`config.mk`:
```
export PLATFORM = sky130hd
export DESIGN_NAME = issue_queue
export DESIGN_NICKNAME = d
export VERILOG_FILES = /design/src/rtl/issue_pkg.sv /design/src/rtl/issue_queue.sv
export SDC_FILE = /design/constraint.sdc
export NUM_CORES = 2
export LEC_CHECK = 0
export ABC_AREA = 1
export ABC_CLOCK_PERIOD_IN_PS = 16340
export CAP_MARGIN = 0
export CORE_MARGIN = 3
export CORE_UTILIZATION = 45
export DETAILED_ROUTE_END_ITERATION = 7
export GPL_TIMING_DRIVEN = 1
export PLACE_DENSITY_LB_ADDON = 0.25
export SLEW_MARGIN = 20
export SYNTH_ARGS = -nofsm -noshare
export SYNTH_HDL_FRONTEND = slang
export SYNTH_SLANG_ARGS = --single-unit
```
`constraint.sdc`:
```
create_clock -name clk -period 16.34 [get_ports clk]
set_input_delay 4.085 -clock clk [delete_from_list [all_inputs] [get_ports clk]]
set_output_delay 4.085 -clock clk [all_outputs]
set_load 0.02 [all_outputs]
```
`src/rtl/issue_pkg.sv`:
```
// Shared types for the in-order issue queue: the decoded entry layout and
// the structural pairing rule applied to the two oldest entries.
package issue_pkg;

  localparam int PAYLOAD_W = 64;

  typedef struct packed {
    logic [31:0]          pc;
    logic [4:0]           rs1;
    logic [4:0]           rs2;
    logic [4:0]           rd;
    logic                 use_rs1;
    logic                 use_rs2;
    logic                 reg_write;
    logic                 is_load;
    logic                 is_store;
    logic                 is_branch;
    logic [PAYLOAD_W-1:0] ctrl;
  } issue_entry_t;

  // A branch in slot0 ends the group; only one memory port exists.
  function automatic logic can_pair(input issue_entry_t head0, input issue_entry_t head1);
    logic mem0;
    logic mem1;
    mem0 = head0.is_load | head0.is_store;
    mem1 = head1.is_load | head1.is_store;
    return !head0.is_branch && !(mem0 && mem1);
  endfunction

endpackage

```
`src/rtl/issue_queue.sv`:
```
// Dual-enqueue, dual-issue in-order ring buffer between decode and the
// scoreboard; issues up to the two oldest entries per cycle.
module issue_queue
  import issue_pkg::*;
#(
  parameter int DEPTH = 8
) (
  input  logic                     clk,
  input  logic                     rst,
  input  logic                     flush,
  input  logic                     ex_stall,
  input  logic                     in_valid0,
  input  logic                     in_valid1,
  input  issue_entry_t             in_entry0,
  input  issue_entry_t             in_entry1,
  output logic                     in_ready,
  output logic [4:0]               rs1_0,
  output logic [4:0]               rs2_0,
  output logic [4:0]               rs1_1,
  output logic [4:0]               rs2_1,
  output logic                     use_rs1_0,
  output logic                     use_rs2_0,
  output logic                     use_rs1_1,
  output logic                     use_rs2_1,
  output logic [4:0]               rd0_issue,
  output logic [4:0]               rd1_issue,
  output logic                     reg_write0_issue,
  output logic                     reg_write1_issue,
  output logic                     is_load0_issue,
  output logic                     is_load1_issue,
  input  logic                     raw_hazard0,
  input  logic                     raw_hazard1,
  input  logic                     waw_hazard0,
  input  logic                     waw_hazard1,
  input  logic                     load_use0,
  input  logic                     load_use1,
  output logic                     issue0,
  output logic                     issue1,
  output issue_entry_t             issue_entry0,
  output issue_entry_t             issue_entry1,
  output logic [$clog2(DEPTH):0]   occupancy,
  output logic [31:0]              perf_dual,
  output logic [31:0]              perf_single,
  output logic [31:0]              perf_stall
);

  localparam int PW = $clog2(DEPTH);
  localparam logic [PW:0] L_DEPTH     = (PW+1)'(DEPTH);
  localparam logic [PW:0] L_READY_MAX = (PW+1)'(DEPTH - 2);

  issue_entry_t  r_mem [DEPTH];
  logic [PW-1:0] r_rd_ptr;
  logic [PW-1:0] r_wr_ptr;
  logic [PW:0]   r_occ;
  logic [31:0]   r_perf_dual;
  logic [31:0]   r_perf_single;
  logic [31:0]   r_perf_stall;

  issue_entry_t  w_head0;
  issue_entry_t  w_head1;
  logic          w_head0_valid;
  logic          w_head1_valid;
  logic          w_enq0;
  logic          w_enq1;
  logic [PW:0]   w_nenq;
  logic [PW:0]   w_ndeq;

  assign w_head0       = r_mem[r_rd_ptr];
  assign w_head1       = r_mem[r_rd_ptr + PW'(1)];
  assign w_head0_valid = (r_occ != '0);
  assign w_head1_valid = (r_occ > (PW+1)'(1));

  // Readiness reserves room for a full pair and ignores same-cycle dequeue.
  assign in_ready = (r_occ <= L_READY_MAX);
  assign w_enq0   = in_ready & in_valid0 & ~flush;
  assign w_enq1   = w_enq0 & in_valid1;
  assign w_nenq   = (PW+1)'(w_enq0) + (PW+1)'(w_enq1);

  // issue0 must stay independent of the slot1 hazards to keep the scoreboard loop-free.
  assign issue0 = w_head0_valid & ~flush & ~ex_stall & ~raw_hazard0 & ~waw_hazard0;
  assign issue1 = issue0 & w_head1_valid & ~raw_hazard1 & ~waw_hazard1
                & can_pair(w_head0, w_head1);
  assign w_ndeq = (PW+1)'(issue0) + (PW+1)'(issue1);

  assign issue_entry0 = w_head0;
  assign issue_entry1 = w_head1;

  assign rs1_0            = w_head0_valid ? w_head0.rs1       : 5'd0;
  assign rs2_0            = w_head0_valid ? w_head0.rs2       : 5'd0;
  assign use_rs1_0        = w_head0_valid & w_head0.use_rs1;
  assign use_rs2_0        = w_head0_valid & w_head0.use_rs2;
  assign rd0_issue        = w_head0_valid ? w_head0.rd        : 5'd0;
  assign reg_write0_issue = w_head0_valid & w_head0.reg_write;
  assign is_load0_issue   = w_head0_valid & w_head0.is_load;
  assign rs1_1            = w_head1_valid ? w_head1.rs1       : 5'd0;
  assign rs2_1            = w_head1_valid ? w_head1.rs2       : 5'd0;
  assign use_rs1_1        = w_head1_valid & w_head1.use_rs1;
  assign use_rs2_1        = w_head1_valid & w_head1.use_rs2;
  assign rd1_issue        = w_head1_valid ? w_head1.rd        : 5'd0;
  assign reg_write1_issue = w_head1_valid & w_head1.reg_write;
  assign is_load1_issue   = w_head1_valid & w_head1.is_load;

  assign occupancy   = r_occ;
  assign perf_dual   = r_perf_dual;
  assign perf_single = r_perf_single;
  assign perf_stall  = r_perf_stall;

  // Storage carries no reset so it can map onto plain memory.
  always_ff @(posedge clk) begin
    if (w_enq0) r_mem[r_wr_ptr] <= in_entry0;
    if (w_enq1) r_mem[r_wr_ptr + PW'(1)] <= in_entry1;
  end

  always_ff @(posedge clk) begin
    if (rst) begin
      r_rd_ptr      <= '0;
      r_wr_ptr      <= '0;
      r_occ         <= '0;
      r_perf_dual   <= '0;
      r_perf_single <= '0;
      r_perf_stall  <= '0;
    end else begin
      if (flush) begin
        r_rd_ptr <= '0;
        r_wr_ptr <= '0;
        r_occ    <= '0;
      end else begin
        r_rd_ptr <= r_rd_ptr + PW'(w_ndeq);
        r_wr_ptr <= r_wr_ptr + PW'(w_nenq);
        r_occ    <= r_occ + w_nenq - w_ndeq;
      end
      r_perf_dual   <= r_perf_dual + 32'(issue1);
      r_perf_single <= r_perf_single + 32'(issue0 & ~issue1);
      r_perf_stall  <= r_perf_stall + 32'(w_head0_valid & ~issue0 & ~flush);
    end
  end

`ifndef SYNTHESIS
  always_ff @(posedge clk) begin
    if (!rst) begin
      assert (r_occ <= L_DEPTH);
      assert (!issue1 || issue0);
      assert (w_nenq == '0 || in_ready);
      assert (!load_use0 || raw_hazard0);
      assert (!load_use1 || raw_hazard1);
    end
  end
`endif

endmodule

```
==> out/metrics.csv <==
metric;value;unit
dr.first_iter.drc_count;7220;
r2r-start;r_rd_ptr[1];
postCtsSetupBuffers;0;
rsz0062_at_grt;no;
post-route-min-period;11.03;ns
r2r_end;perf_single[18];
crit_slowest_cell;a21oi_1;
drcViolationCount;0;
synth_area_per_cell;7.67;sq um
synth_top_family_by_area;compound AO/OA/AOI/OAI gates;
worstSkewPairLatency;0.75;ns
rr_worst_depth;19;
wl_per_cell;21.1;um
cts_sinks;1042;
track_usage;0.285;
synth_cell_types;34;
grt_max_degree;258;
die_y;373;um
synth-simple-area-share;0.178;
p_comb_frac;0.096;
critPathTopFamily;buffers and inverters;
num_rows;133;
worstHoldPathType;flop to flop;
synth_xor_area_frac;0.00275;
multi_input_area;25800;sq um
synth-compound-area-share;0.236;
port_buffers;618;
synthMuxAreaShare;0;
area_delta_synth_final;16.8;%
synth_top_cell_by_area;edfxtp_1;
syn_nets;8162;
sequentialPowerShare;0.484;
mappedNetlistArea;60600;sq um
yosysWarningCount;0;
p_leak;0.0271;uW
coreArea;132000;sq um
setup_viol;0;
ys.flop_type;edfxtp_1;
total_power;6120;uW
crit_type;input port to primary output;
grt_pass1_vias;53000;
clock_path_buffers;3;
layout_commonest_cell;o21ai_0;
htreeDepth;3;
clk_pin_slew;0.06;ns
required;12.26;ns
io_pins;621;
p_per_area;86.5;nW/um^2
finalCritPeriodShare;0.675;
final_cell_mix;o21ai_0, nand2_1, nor2_1;
hold_viol_final;0;
outcome;finished clean;
max_freq;0.0907;GHz
synth-async-reset-ratio;0;
arrival;6.95;ns
synthAdderAreaFrac;0.00525;
r2r_setup_slack;10.51;ns
start_util;0.457;
final.fill_count;11900;
vias;57100;
root_buffer;clkbuf_16;
totalWireLength;208000;um
path_buf_inv;4;
clkPwrFrac;0.420;
yosys_register_bits;1042;
fin_setup_tns;0;ns
p_int;4630;uW
cp_num_cells;9;
cts-buffers-inserted;115;
crit_chain;clkdlybuf4s50_1, inv_1, nand2_1, nor2_1, buf_4, nor2b_1, nand2_1, a21oi_1, clkdlybuf4s50_1;
regArea;30200;sq um
cp-end-kind;primary output;
synth.top_cell.area_share;0.464;
startpoint;flush;
die_x;373;um
crit_end;issue1;
fin_util;0.534;
maxCapViolCount;0;
slew_headroom;0.253;
dr.pass1.iters;8;
ys_seq_area_frac;0.499;
synthTopCellsByArea;edfxtp_1, o21ai_0, nand2_1, nor2_1, a21oi_1;
synthCells;7893;
final_layout_size_suffix_gt1_frac;0.0335;
setup.worst_path.start_class;input port;
die_area;139000;sq um
grt_pass1_wl;309000;um
ant_nets;0;
via_per_inst;5.77;
finClkSkew;0.0506;ns
antenna_found_initial;38;
ir_drop;97.5;uV
gp_congestion;0.886;
p_switching;1490;uW
cts_hold_buf;0;
max_slew.worst_pin.slew;1.12;ns
place_hpwl;120000;um
slew_viol_final;0;
critPathMaxFanout;4;
cts_tree;done;
power_switching_share;0.244;
slowest_delay;0.78;ns
grt-ovfl-total;0;
ctsResizeCount;0;
fin_nets;8281;
synth_edf_count;936;
[sequential cells by signal (all words and copies together) (netlist names)]
name         count
occupancy        4
perf_dual       32
perf_single     32
perf_stall      32
r_mem          936
r_rd_ptr         3
r_wr_ptr         3
[stage by stage]
stage	worst slack (ns)	hold WS, ns	cells	instance area (sq um)
floorplan	2.57	0.543	7893	60600
global placement	5.39	0.456	9649	66900
detailed placement	5.39	0.467	9649	66900
CTS	5.39	0.477	9868	70600
global route	5.26	0.491	9888	70700
finish	5.31	0.478	9898	70700
[cells by family (layout without fill, tap and decap cells)]
group,after synthesis,in the layout
AO/OA/AOI/OAI,2822,2822
XOR/XNOR,19,19
adder cells (fa/ha/maj),23,23
buffers and inverters,1182,1403
flip-flops,1042,1042
other,0,29
AND/OR/NAND/NOR,2805,2805
[cell usage after synthesis (3+ instances only)]
cell and number:
a21oi_1 585, a31oi_1 97, buf_1 60, buf_2 262, buf_4 3, clkbuf_1 363, dfxtp_1 106, edfxtp_1 936
fa_1 4, ha_1 19, inv_1 487, inv_2 3, nand2_1 1764, nand2_2 9, nand3_1 44, nand3b_1 30
nand4_1 4, nor2_1 943, nor3_1 6, o211ai_1 4, o21a_1 7, o21ai_0 2119, o31ai_1 8, xnor2_1 5
xor2_1 14
[worst min-delay path by stage]
stage                     depth (start not counted)        endpoint  slack (ns)           start
after detailed placement                          2  perf_stall[31]        0.47  perf_stall[31]
after floorplan                                   2   perf_dual[31]        0.54   perf_dual[31]
final                                             2  perf_stall[31]        0.48  perf_stall[31]
after global placement                            2   perf_dual[31]        0.46   perf_dual[31]
after global routing                              2  perf_stall[31]        0.49  perf_stall[31]
after CTS                                         2  perf_stall[31]        0.48  perf_stall[31]
[area by class of cell]
cell class                 instances  area share
antenna                           29     0.00103
clock buffer                     163      0.0463
clock inverter                    56     0.00624
sequential                      1042       0.427
multi-input combinational       5669       0.365
tap                             1755      0.0310
inverter                         492      0.0264
timing repair buffer             692      0.0968
[power groups by stage]
stage / Clock (uW) / Combinational, uW / Sequential (uW)
floorplan: 0 / 326 / 3020
global placement: 0 / 571 / 3010
detailed placement: 0 / 583 / 3010
CTS: 2590 / 586 / 2960
global route: 2700 / 647 / 2960
finish: 2570 / 589 / 2960
[tightest hold or removal path, cell delays in order, from the launching register on]
cell     delay [ns]
dfxtp_1        0.32
nand2_1        0.06
a21oi_1        0.05
[metal layers]
layer | GRT usage | part of all wire
met5 | 0 | 0.00043
met4 | 0.150 | 0.049
met3 | 0.0520 | 0.10
met2 | 0.459 | 0.46
met1 | 0.366 | 0.39
(Power assumes the default switching activity.)
